[src/rtl/cmd_resp_ctrl.sv]
// cmd_resp_ctrl: sequences UART commands to the application and returns an ACK/NAK response.
// Define CMD_RESP_ECHO_EN to append operand[15:8], operand[7:0] to every response.
module cmd_resp_ctrl #(
    parameter int         NUM_OPS     = 8,
    parameter int         TIMEOUT_CYC = 1_000_000,
    parameter logic [7:0] ACK_BYTE    = 8'hA5,
    parameter logic [7:0] NAK_BYTE    = 8'hEE
) (
    input  logic        clk,
    input  logic        rst_n,
    input  logic        cmd_rdy,
    input  logic [23:0] cmd,
    output logic        clr_cmd_rdy,
    output logic        trmt,
    output logic [7:0]  tx_data,
    input  logic        tx_done,
    output logic        op_vld,
    output logic [7:0]  opcode,
    output logic [15:0] operand,
    input  logic        op_done,
    input  logic        op_err,
    output logic        op_abort,
    output logic        busy
);

    localparam int TW = $clog2(TIMEOUT_CYC + 1);
    localparam logic [TW-1:0] TMAX = TW'(TIMEOUT_CYC - 1);

    typedef enum logic [2:0] {
        IDLE,
        DECODE,
        WAIT_OP,
        TX_LOAD,
        TX_WAIT
    } state_t;

    state_t        state_q, state_d;
    logic [TW-1:0] timer_q, timer_d;
    logic [7:0]    status_q, status_d;
    logic [7:0]    opcode_q, opcode_d;
    logic [15:0]   operand_q, operand_d;
    logic [7:0]    tx_data_q, tx_data_d;
    logic          clr_q, clr_d;
    logic          trmt_q, trmt_d;
    logic          op_vld_q, op_vld_d;
    logic          op_abort_q, op_abort_d;
    logic          busy_q, busy_d;
    logic [7:0]    tx_byte;

`ifdef CMD_RESP_ECHO_EN
    logic [1:0] idx_q, idx_d;

    always_comb begin
        case (idx_q)
            2'd1:    tx_byte = operand_q[15:8];
            2'd2:    tx_byte = operand_q[7:0];
            default: tx_byte = status_q;
        endcase
    end
`else
    assign tx_byte = status_q;
`endif

    always_comb begin
        state_d    = state_q;
        timer_d    = timer_q;
        status_d   = status_q;
        opcode_d   = opcode_q;
        operand_d  = operand_q;
        tx_data_d  = tx_data_q;
        clr_d      = 1'b0;
        trmt_d     = 1'b0;
        op_vld_d   = 1'b0;
        op_abort_d = 1'b0;
`ifdef CMD_RESP_ECHO_EN
        idx_d      = idx_q;
`endif
        case (state_q)
            IDLE: begin
                if (cmd_rdy) begin
                    opcode_d  = cmd[23:16];
                    operand_d = cmd[15:0];
                    clr_d     = 1'b1;
                    state_d   = DECODE;
                end
            end
            DECODE: begin
                if (int'(opcode_q) >= NUM_OPS) begin
                    status_d = NAK_BYTE;
                    state_d  = TX_LOAD;
                end else begin
                    op_vld_d = 1'b1;
                    timer_d  = '0;
                    state_d  = WAIT_OP;
                end
            end
            WAIT_OP: begin
                // a completion in the timeout cycle still counts as a completion
                if (op_done) begin
                    status_d = op_err ? NAK_BYTE : ACK_BYTE;
                    state_d  = TX_LOAD;
                end else if (timer_q == TMAX) begin
                    op_abort_d = 1'b1;
                    status_d   = NAK_BYTE;
                    state_d    = TX_LOAD;
                end else begin
                    timer_d = timer_q + TW'(1);
                end
            end
            TX_LOAD: begin
                tx_data_d = tx_byte;
                trmt_d    = 1'b1;
                state_d   = TX_WAIT;
            end
            TX_WAIT: begin
                if (tx_done) begin
`ifdef CMD_RESP_ECHO_EN
                    if (idx_q == 2'd2) begin
                        idx_d   = 2'd0;
                        state_d = IDLE;
                    end else begin
                        idx_d   = idx_q + 2'd1;
                        state_d = TX_LOAD;
                    end
`else
                    state_d = IDLE;
`endif
                end
            end
            default: state_d = IDLE;
        endcase
        busy_d = (state_d != IDLE);
    end

    always_ff @(posedge clk or negedge rst_n) begin
        if (!rst_n) begin
            state_q    <= IDLE;
            timer_q    <= '0;
            status_q   <= 8'h00;
            opcode_q   <= 8'h00;
            operand_q  <= 16'h0000;
            tx_data_q  <= 8'h00;
            clr_q      <= 1'b0;
            trmt_q     <= 1'b0;
            op_vld_q   <= 1'b0;
            op_abort_q <= 1'b0;
            busy_q     <= 1'b0;
`ifdef CMD_RESP_ECHO_EN
            idx_q      <= 2'd0;
`endif
        end else begin
            state_q    <= state_d;
            timer_q    <= timer_d;
            status_q   <= status_d;
            opcode_q   <= opcode_d;
            operand_q  <= operand_d;
            tx_data_q  <= tx_data_d;
            clr_q      <= clr_d;
            trmt_q     <= trmt_d;
            op_vld_q   <= op_vld_d;
            op_abort_q <= op_abort_d;
            busy_q     <= busy_d;
`ifdef CMD_RESP_ECHO_EN
            idx_q      <= idx_d;
`endif
        end
    end

    assign clr_cmd_rdy = clr_q;
    assign trmt        = trmt_q;
    assign tx_data     = tx_data_q;
    assign op_vld      = op_vld_q;
    assign opcode      = opcode_q;
    assign operand     = operand_q;
    assign op_abort    = op_abort_q;
    assign busy        = busy_q;

endmodule

[config.mk]
export PLATFORM = sky130hd
export DESIGN_NAME = cmd_resp_ctrl
export DESIGN_NICKNAME = d
export VERILOG_FILES = /design/src/rtl/cmd_resp_ctrl.sv
export SDC_FILE = /design/constraint.sdc
export NUM_CORES = 1
export LEC_CHECK = 0
export CORE_MARGIN = 5
export CORE_UTILIZATION = 41
export CTS_CLUSTER_SIZE = 20
export DETAILED_ROUTE_END_ITERATION = 12
export GPL_TIMING_DRIVEN = 0
export PLACE_DENSITY = 0.72
export SLEW_MARGIN = 30
export SYNTH_ARGS = -nofsm -noshare
export SYNTH_HDL_FRONTEND = slang
export SYNTH_SLANG_ARGS = --single-unit
[constraint.sdc]
create_clock -name clk -period 2.4 [get_ports clk]
set_clock_uncertainty 0.2 [all_clocks]
set_input_delay 0.6 -clock clk [delete_from_list [all_inputs] [get_ports clk]]
set_output_delay 0.6 -clock clk [all_outputs]
set_load 0.05 [all_outputs]
==> flow_summary.ini, run 1 <==
[cts]
cts_tree = done
h-tree-depth = 3
clock_path_buffers = 2
cts.clk_slew.worst_paths_ns = 0.07
clk-insertion-delay-late_ns = 0.33
cts_root_buf = clkbuf_8
cts_buffers = 9
clkSinkCount = 58

[worst_hold_path]
min_from = timer_q[19]
min_to = timer_q[19]
whs_path_depth = 1
hold_class = reg -> reg

[detailed_routing]
drc_errors = 0
drt_wl_total_um = 5680
dr.max_layer_used = met4
ant_nets = 0
vias_per_cell = 5.20
first_pass_iters = 5
wl_per_cell_um = 14.9
wl_met2_um = 2530
met1Wirelength_um = 2400
drt_iter0_drc = 50
route.met3.wl_um = 663
vias = 1987

[worst_setup_path]
max_stage_delay_ns = 0.53
slowest_stage = or4b_4
start_kind = flip-flop
reg2reg_depth = 6
worstSetupPathType = reg -> reg
cp_cell_sequence = buf_6 > or4b_4 > or4_4 > buf_6 > or3_4 > a21oi_2
r2r_start = state_q[2]
critical_path.top_delay_family = simple AND/OR/NAND/NOR gates
endpoint_kind = flip-flop
critPathRequiredTime_ns = 2.47
path_buf_inv = 2
r2r_end = timer_q[14]
timing.critical_path.fanout_max = 6
r2r_slack_ns = 0.03
cp_data_arrival_time_ns = 2.44
crit_top_cell = buf_6

[placed_design]
port_buffers = 64
hpwlAfterDp_um = 4100
gp_congestion = 0.795
pre_cts_ws_ns = -0.638

[timing]
worst_pin_slew_ns = 0.553
drv_slew = 0
grt_setup_unrepaired = true
period_share_pct = 98.7
hold_ws_ns = 0.270
relSlewSlack_pct = 63.0
post-route-min-period_ns = 2.37
max_freq_mhz = 422
hold_viol = 0
finalSetupViolations = 0
worst_slack_ns = 0.0303

[finish]
syn_to_final_growth_pct = 42.2
n_antenna_cell = 0
final_cell_mix = 57 x clkdlybuf4s50_1, 56 x dfrtp_1, 27 x mux2_2
drive_gt1_share_pct = 23.8
layout.nets = 333
layout_commonest_cell = clkdlybuf4s50_1

[synth]
yosysWarnings = 0
ys_seq_area_share_pct = 56.5
yosysUniqueCellTypes = 43
postSynthAreaPerCell_um2 = 11.7
synth_area_leader_cell = dfrtp_1
syn-instance-count = 220
synth-seq-cells = 58
netlist_area_um2 = 2570
synth_area_leaders = dfrtp_1 57%, mux2_2 12%, nand2_1 2.0%, nor3_1 1.9%, nor2_1 1.9%
syn-num-nets = 251
synth_top_cell_area_share_pct = 56.5

[outcome]
status = complete, no violations

[pwr]
powerDensity_nw_per_um2 = 1380
p_leak_nw = 1.54
p_total_mw = 5.05
peakVddDrop_uv = 1070

[die]
die_y_um = 89.1
io_pins = 67
coreArea_um2 = 5990
core.rowCount = 28
start_util_pct = 42.9
die_width_um = 89.1
dieArea_um2 = 7950

[global_route]
grt_start_max_net_pins = 31
grt_antenna_before_repair = 0
grt_pass1_wl_um = 9560
overflow = 0
grt_pass1_vias = 2015
track_usage_pct = 16.0

[run]
maxCapViolations = 0
-- cells by family (layout without fill, tap and decap cells) --
kind of cell,count (synthesis),in the layout,share of synthesized area (%)
and+or+nand+nor,80,80,17.4
AOI/OAI and AO/OA,31,31,7.75
muxes,30,30,13.0
DFF,58,58,56.5
buffers and inverters,15,102,3.31
xor gates and xnor gates,4,4,1.36
adders and majority gates,1,1,0.487
other,1,1,0.146
-- per-layer routing --
metal,global-route usage [%],vias to the layer above
met1,18.6,961
met2,23.4,61
li1,-,958
met3,8.85,7
met4,8.53,0
met5,0,-
-- synthesized netlist by cell type (all sizes together) --
library cell  count
nor4b             2
or4               2
ha                1
xnor2             3
o31ai             6
or3               6
dfrtp            58
xor2              1
o211ai            5
nand2b            4
nor4bb            1
mux2             27
nor2             13
nand3b            1
a211o             1
and3              3
o21a              1
nand4             5
nor3b             1
or4b              2
nor2b             1
nor3             10
nand3             9
conb              1
o31a              1
inv               4
nand2            14
nor4              3
o21ai            10
o221a             1
clkbuf            4
and2              1
or2               2
mux2i             3
a21oi             6
buf               7
-- worst max path at each step --
stage,from,end,slack (ns),cells after the start
floorplan,op_done,timer_q[14],-0.12,6
global placement,rst_n,opcode[2],-1.33,1
detailed placement,cmd_rdy,opcode[3],-0.64,4
CTS,state_q[2],timer_q[18],0.0004,7
global route,state_q[2],timer_q[14],-0.02,6
finish,state_q[2],timer_q[14],0.03,6
-- final cells by class --
class | instances | area [um^2]
well taps | 75 | 93.8
plain buffers | 11 | 85.1
inverters | 4 | 15.0
fillers | 490 | 2340
multi-input cells | 147 | 1070
clock inverters | 4 | 73.8
clock buffers | 12 | 155
flip-flops and latches | 58 | 1450
repair buffers | 71 | 706
-- flip-flops by register name, indices dropped and copies added, names as in the netlist --
signal,flops
operand,16
opcode,8
op_vld,1
tx_data,3
op_abort,1
clr_cmd_rdy,1
timer_q,20
status_q,3
busy,1
state_q,3
trmt,1
-- worst reg2reg max path, cell delays in order, from the launching register on --
cell     delay [ns]
dfrtp_1        0.37
buf_6          0.13
or4b_4         0.53
or4_4          0.49
buf_6          0.15
or3_4          0.32
a21oi_2        0.12
-- metrics by stage --
| stage | cells | instance area (um^2) | setup TNS, ns | util, % |
|---|---|---|---|---|
| 2_1_floorplan | 220 | 2570 | -0.215 | - |
| 3_3_place_gp | 359 | 3300 | -90.95 | 55.1 |
| 3_5_place_dp | 360 | 3320 | -14.19 | 55.4 |
| 4_1_cts | 377 | 3570 | 0 | 59.7 |
| 5_1_grt | 382 | 3650 | -0.0234 | 60.9 |
| 6_report | 382 | 3650 | 0 | 60.9 |
-- repair_timing --
item | CTS | global route
hold buffers | 1 | 0
buffers inserted | 0 | 5
gates resized for setup | 9 | 15
endpoints found under the setup margin | 24 | 8
hold endpoints to repair | 15 | 0
pin swaps | 0 | 2
-- report_power, final --
part	switching [mW]	internal, mW
registers	0.237	1.33
clock network	0.387	0.642
logic	1.49	0.960
total	2.11	2.93
No activity file was read; power rests on OpenSTA's default activity.
==> run 2: changes to the inputs <==
--- a/config.mk
+++ b/config.mk
@@ -7,6 +7,7 @@
 export LEC_CHECK = 0
 export CORE_MARGIN = 5
 export CORE_UTILIZATION = 41
+export CTS_BUF_LIST = sky130_fd_sc_hd__clkbuf_4 sky130_fd_sc_hd__clkbuf_8 sky130_fd_sc_hd__clkbuf_16
 export CTS_CLUSTER_SIZE = 20
 export DETAILED_ROUTE_END_ITERATION = 12
 export GPL_TIMING_DRIVEN = 0
==> run 2 against run 1 <==
  * Non-clock buffer count stayed put
  * Fmax did not move
  * Cell count unchanged
  * Combinational power hardly changed
  * Via count is essentially flat
  * Count of clock-buffer cells in the layout unchanged
  * Sequential power hardly changed
  * Core utilization is 0.063 points higher
  * Worst setup slack did not move
  * First-iteration DRC count unchanged
  * Clock power hardly changed
  * Highest routed layer unchanged
==> flow_summary.ini, run 2 (synthesis gave the netlist of run 1 again) <==
[pwr]
p_sw_share_pct = 41.8
pwr-share-comb_pct = 48.4
power_frac_seq_pct = 31.0
powerDensity_nw_per_um2 = 1380
p_int_mw = 2.94
p_leak_nw = 1.54
clkPwrFrac_pct = 20.6
p_total_mw = 5.06
peakVddDrop_uv = 1070
p_sw_mw = 2.11

[detailed_routing]
ant_nets = 0
wl_per_cell_um = 14.9
first_pass_iters = 5
vias = 1988
drt_wl_total_um = 5680
drc_errors = 0
drt_iter0_drc = 50
vias_per_cell = 5.20

[finish]
n_antenna_cell = 0
drive_gt1_share_pct = 24.1
layout.nets = 333
regMostFlops = timer_q
syn_to_final_growth_pct = 42.3
post_layout_nonfiller_instances = 382
final_cell_mix = 57 x clkdlybuf4s50_1, 56 x dfrtp_1, 27 x mux2_2
largest_reg_flops = 20
layout_commonest_cell = clkdlybuf4s50_1

[worst_hold_path]
hold_class = reg -> reg

[cts]
cts_root_buf = clkbuf_8
clkSinkCount = 58
clk-insertion-delay-late_ns = 0.34
clock_path_buffers = 2
h-tree-depth = 3
cts.clk_slew.worst_paths_ns = 0.07
cts_tree = done
cts_buffers = 9

[die]
coreArea_um2 = 5990
die_width_um = 89.1
core.rowCount = 28
dieArea_um2 = 7950
die_y_um = 89.1
io_pins = 67
start_util_pct = 42.9

[global_route]
overflow = 0
grt_antenna_before_repair = 0
grt_start_max_net_pins = 31
track_usage_pct = 16.0
grt_pass1_vias = 2015
grt_pass1_wl_um = 9560

[timing]
drv_slew = 0
grt_setup_unrepaired = true
post-route-min-period_ns = 2.37
relSlewSlack_pct = 63.0
max_freq_mhz = 422
period_share_pct = 98.7
worst_pin_slew_ns = 0.553
finalSetupViolations = 0
hold_viol = 0

[placed_design]
port_buffers = 64
hpwlAfterDp_um = 4100
gp_congestion = 0.795
post-place-cells = 360

[outcome]
status = complete, no violations

[worst_setup_path]
cp_data_arrival_time_ns = 2.44
critPathRequiredTime_ns = 2.47
start_kind = flip-flop
worstSetupPathType = reg -> reg
endpoint_kind = flip-flop
timing.critical_path.fanout_max = 6

[run]
maxCapViolations = 0
## run 2: cell counts in the layout (fill, tap and decap cells not counted)
Identical to the previous run, type by type.
## run 2: path summary, 6_finish.rpt
path | to | slack, ns | start | depth (start not counted)
min in group asynchronous | timer_q[17] | 0.53 | rst_n | 2
max | timer_q[14] | 0.03 | state_q[2] | 6
min reg2reg | timer_q[19] | 0.27 | timer_q[19] | 1
max reg2reg | timer_q[14] | 0.03 | state_q[2] | 6
max in group asynchronous | state_q[0] | 0.97 | rst_n | 3
min | timer_q[19] | 0.27 | timer_q[19] | 1
## run 2: stage by stage
| stage | setup TNS, ns | hold WS [ns] | utilization, % | area (um^2) | setup slack (ns) |
|---|---|---|---|---|---|
| 6_report | 0 | 0.270 | 61.0 | 3650 | 0.0303 |
| 3_5_place_dp | -14.19 | 0.252 | 55.4 | 3320 | -0.638 |
| 5_1_grt | -0.0234 | 0.309 | 61.0 | 3650 | -0.0234 |
| 4_1_cts | 0 | 0.271 | 59.7 | 3580 | 0.000409 |
| 2_1_floorplan | -0.215 | 0.104 | - | 2570 | -0.116 |
| 3_3_place_gp | -90.95 | 0.256 | 55.1 | 3300 | -1.33 |
## run 2: worst max-delay path, stage by stage, from the launching register on
cell     delay [ns]
dfrtp_1        0.37
buf_6          0.13
or4b_4         0.53
or4_4          0.49
buf_6          0.15
or3_4          0.32
a21oi_2        0.12
## run 2: timing repair
action,CTS,global route
buffers inserted,0,5
endpoints found under the setup margin,24,8
pin swaps,0,2
hold endpoints to repair,15,0
resized for setup,9,15
hold buffers,1,0
## run 2: cell type report
cell class	instances	area [um^2]
buffer	11	85.1
clock buffer	12	159
clock inverter	4	73.8
fill	488	2340
inverter	4	15.0
multi-input combinational	147	1070
sequential	58	1450
tap	75	93.8
timing repair buffer	71	706
## run 2: layer usage
metal	vias up	global-route usage [%]	routed length [um]
li1	956	-	-
met1	964	18.6	2390
met2	61	23.4	2540
met3	7	8.85	663
met4	0	8.53	89
met5	-	0	0
## run 2: power by group through the flow
stage,sequential [mW],clock [mW],combinational [mW]
after global routing,1.62,1.11,2.59
after CTS,1.58,1.06,2.41
after global placement,1.56,0,2.37
after floorplan,2.42,0,0.750
after detailed placement,1.58,0,2.39
final,1.57,1.04,2.45
==> run 3: changes to the inputs <==
==> constraint.sdc (replaced) <==
create_clock -name clk -period 2.4 [get_ports clk]
set_clock_uncertainty 0.2 [all_clocks]
set_input_delay 0.48 -clock clk [delete_from_list [all_inputs] [get_ports clk]]
set_output_delay 0.48 -clock clk [all_outputs]
set_load 0.05 [all_outputs]
==> run 3 against run 2 <==
  * Sequential power hardly changed
  * Global-route usage decreased by 0.055 points
  * Via count up 0.75%
  * Critical endpoint unchanged
  * First-iteration DRC count grew 88%
  * Clock power decreased by 15%
  * Count of clock-buffer cells in the layout decreased by 3
  * Non-clock buffer count unchanged
  * Flip-flop and latch count is the same
  * Worst setup slack better by 0.0071 ns
==> flow_summary.ini, run 3 (synthesis gave the netlist of run 1 again) <==
[outcome]
status = complete, no violations

[cts]
cts_root_buf = clkbuf_8
clock_path_buffers = 2
h-tree-depth = 3
cts_buffers = 9
cts.clk_slew.worst_paths_ns = 0.07
clkSinkCount = 58
cts_tree = done
clk-insertion-delay-late_ns = 0.34

[global_route]
grt_start_max_net_pins = 35
top_usage_layer = met2
use_met3_pct = 7.83
grt_antenna_before_repair = 0
grtUsageMet1_pct = 19.1
track_usage_pct = 15.9
grt_pass1_vias = 2080
overflow = 0
grtUsageMet2_pct = 23.8
grt_pass1_wl_um = 9580

[pwr]
peakVddDrop_uv = 1040
powerDensity_nw_per_um2 = 1370
p_leak_nw = 1.50

[run]
maxCapViolations = 0

[timing]
post-route-min-period_ns = 2.36
worst_pin_slew_ns = 0.573
relSlewSlack_pct = 61.6
hold_viol = 0
hold_ws_ns = 0.273
period_share_pct = 98.4
grt_setup_unrepaired = true
finalSetupViolations = 0
max_freq_mhz = 423
drv_slew = 0

[die]
io_pins = 67
dieArea_um2 = 7950
die_width_um = 89.1
start_util_pct = 42.9
core.rowCount = 28
coreArea_um2 = 5990
die_y_um = 89.1

[finish]
regMostFlops = timer_q
n_fill_cell = 507
syn_to_final_growth_pct = 40.5
drive_gt1_share_pct = 23.5
final_area_um2 = 3610
layout.nets = 333
n_antenna_cell = 0
layout_commonest_cell = clkdlybuf4s50_1
final_cell_mix = 63 x clkdlybuf4s50_1, 55 x dfrtp_1, 27 x mux2_2
largest_reg_flops = 20

[placed_design]
gp_congestion = 0.746
dpl-instance-area_um2 = 3320
port_buffers = 64
hpwlAfterDp_um = 4080

[detailed_routing]
drc_errors = 0
ant_nets = 0
first_pass_iters = 4
drt_iter0_drc = 94
vias = 2003
wl_per_cell_um = 15.0
drt_wl_total_um = 5750
vias_per_cell = 5.24

[worst_setup_path]
cp_cell_sequence = or4b_4 > or4_1 > buf_4 > or3_1 > a21oi_2
slowest_stage = or4b_4
cp_data_arrival_time_ns = 2.43
start_kind = flip-flop
endpoint_kind = flip-flop
critical_path.top_delay_family = simple AND/OR/NAND/NOR gates
path_depth = 5
critPathRequiredTime_ns = 2.47
timing.critical_path.fanout_max = 6
reg2reg_depth = 5
r2r_slack_ns = 0.04
path_buf_inv = 1
max_stage_delay_ns = 0.56
worstSetupPathType = reg -> reg

[worst_hold_path]
whs_path_depth = 1
hold_class = reg -> reg
[run 3: cell types whose count changed in the layout (fill, tap and decap cells not counted), moves of 2 or more]
cell	change
clkinvlp_4	+2
buf_6	-2
dlymetal6s2s_1	-2
clkdlybuf4s50_1	+6
clkinv_2	+2
dlygate4sd2_1	-4
clkbuf_8	-2
[run 3: routing by layer]
metal	vias up	wire, um
li1	958	-
met5	-	0
met2	63	2650
met3	11	621
met4	0	106
met1	971	2360
[run 3: repair_timing]
action / in CTS / in global routing
pin swaps: 0 / 2
hold endpoints to repair: 24 / 0
setup endpoints to repair: 21 / 15
hold buffers: 1 / 0
resized for setup: 5 / 8
buffers inserted: 2 / 4
[run 3: path summary, 6_finish.rpt]
check                                    to   startpoint
worst min-delay path            timer_q[19]  timer_q[19]
worst max-delay path            timer_q[14]   state_q[2]
min in group asynchronous       timer_q[16]        rst_n
max in group asynchronous        state_q[0]        rst_n
worst min register to register  timer_q[19]  timer_q[19]
worst max register to register  timer_q[14]   state_q[2]
[run 3: area by class of cell]
class / count / area [um^2] / share of cell area (%)
tap: 75 / 93.8 / 2.60
buffer: 10 / 70.1 / 1.94
sequential: 58 / 1460 / 40.3
clock buffer: 9 / 124 / 3.43
multi-input combinational: 147 / 1050 / 29.2
clock inverter: 7 / 68.8 / 1.91
timing repair buffer: 72 / 726 / 20.1
inverter: 4 / 15.0 / 0.416
[run 3: through the flow]
step | instances | setup slack (ns) | total power [mW] | utilization (%) | TNS, ns
2_1_floorplan | 220 | 0.00443 | 3.17 | - | 0
3_3_place_gp | 359 | -1.20 | 3.92 | 55.1 | -79.20
3_5_place_dp | 360 | -0.499 | 3.97 | 55.4 | -9.59
4_1_cts | 378 | 0.0237 | 4.92 | 59.3 | 0
5_1_grt | 382 | -0.0283 | 5.21 | 60.2 | -0.0367
6_report | 382 | 0.0374 | 4.94 | 60.2 | 0
[run 3: power breakdown]
part / leakage [nW] / internal [mW] / switching [mW]
logic: 0.686 / 0.991 / 1.49
clock network: 0.0954 / 0.476 / 0.410
registers: 0.715 / 1.33 / 0.244
total: 1.50 / 2.80 / 2.14
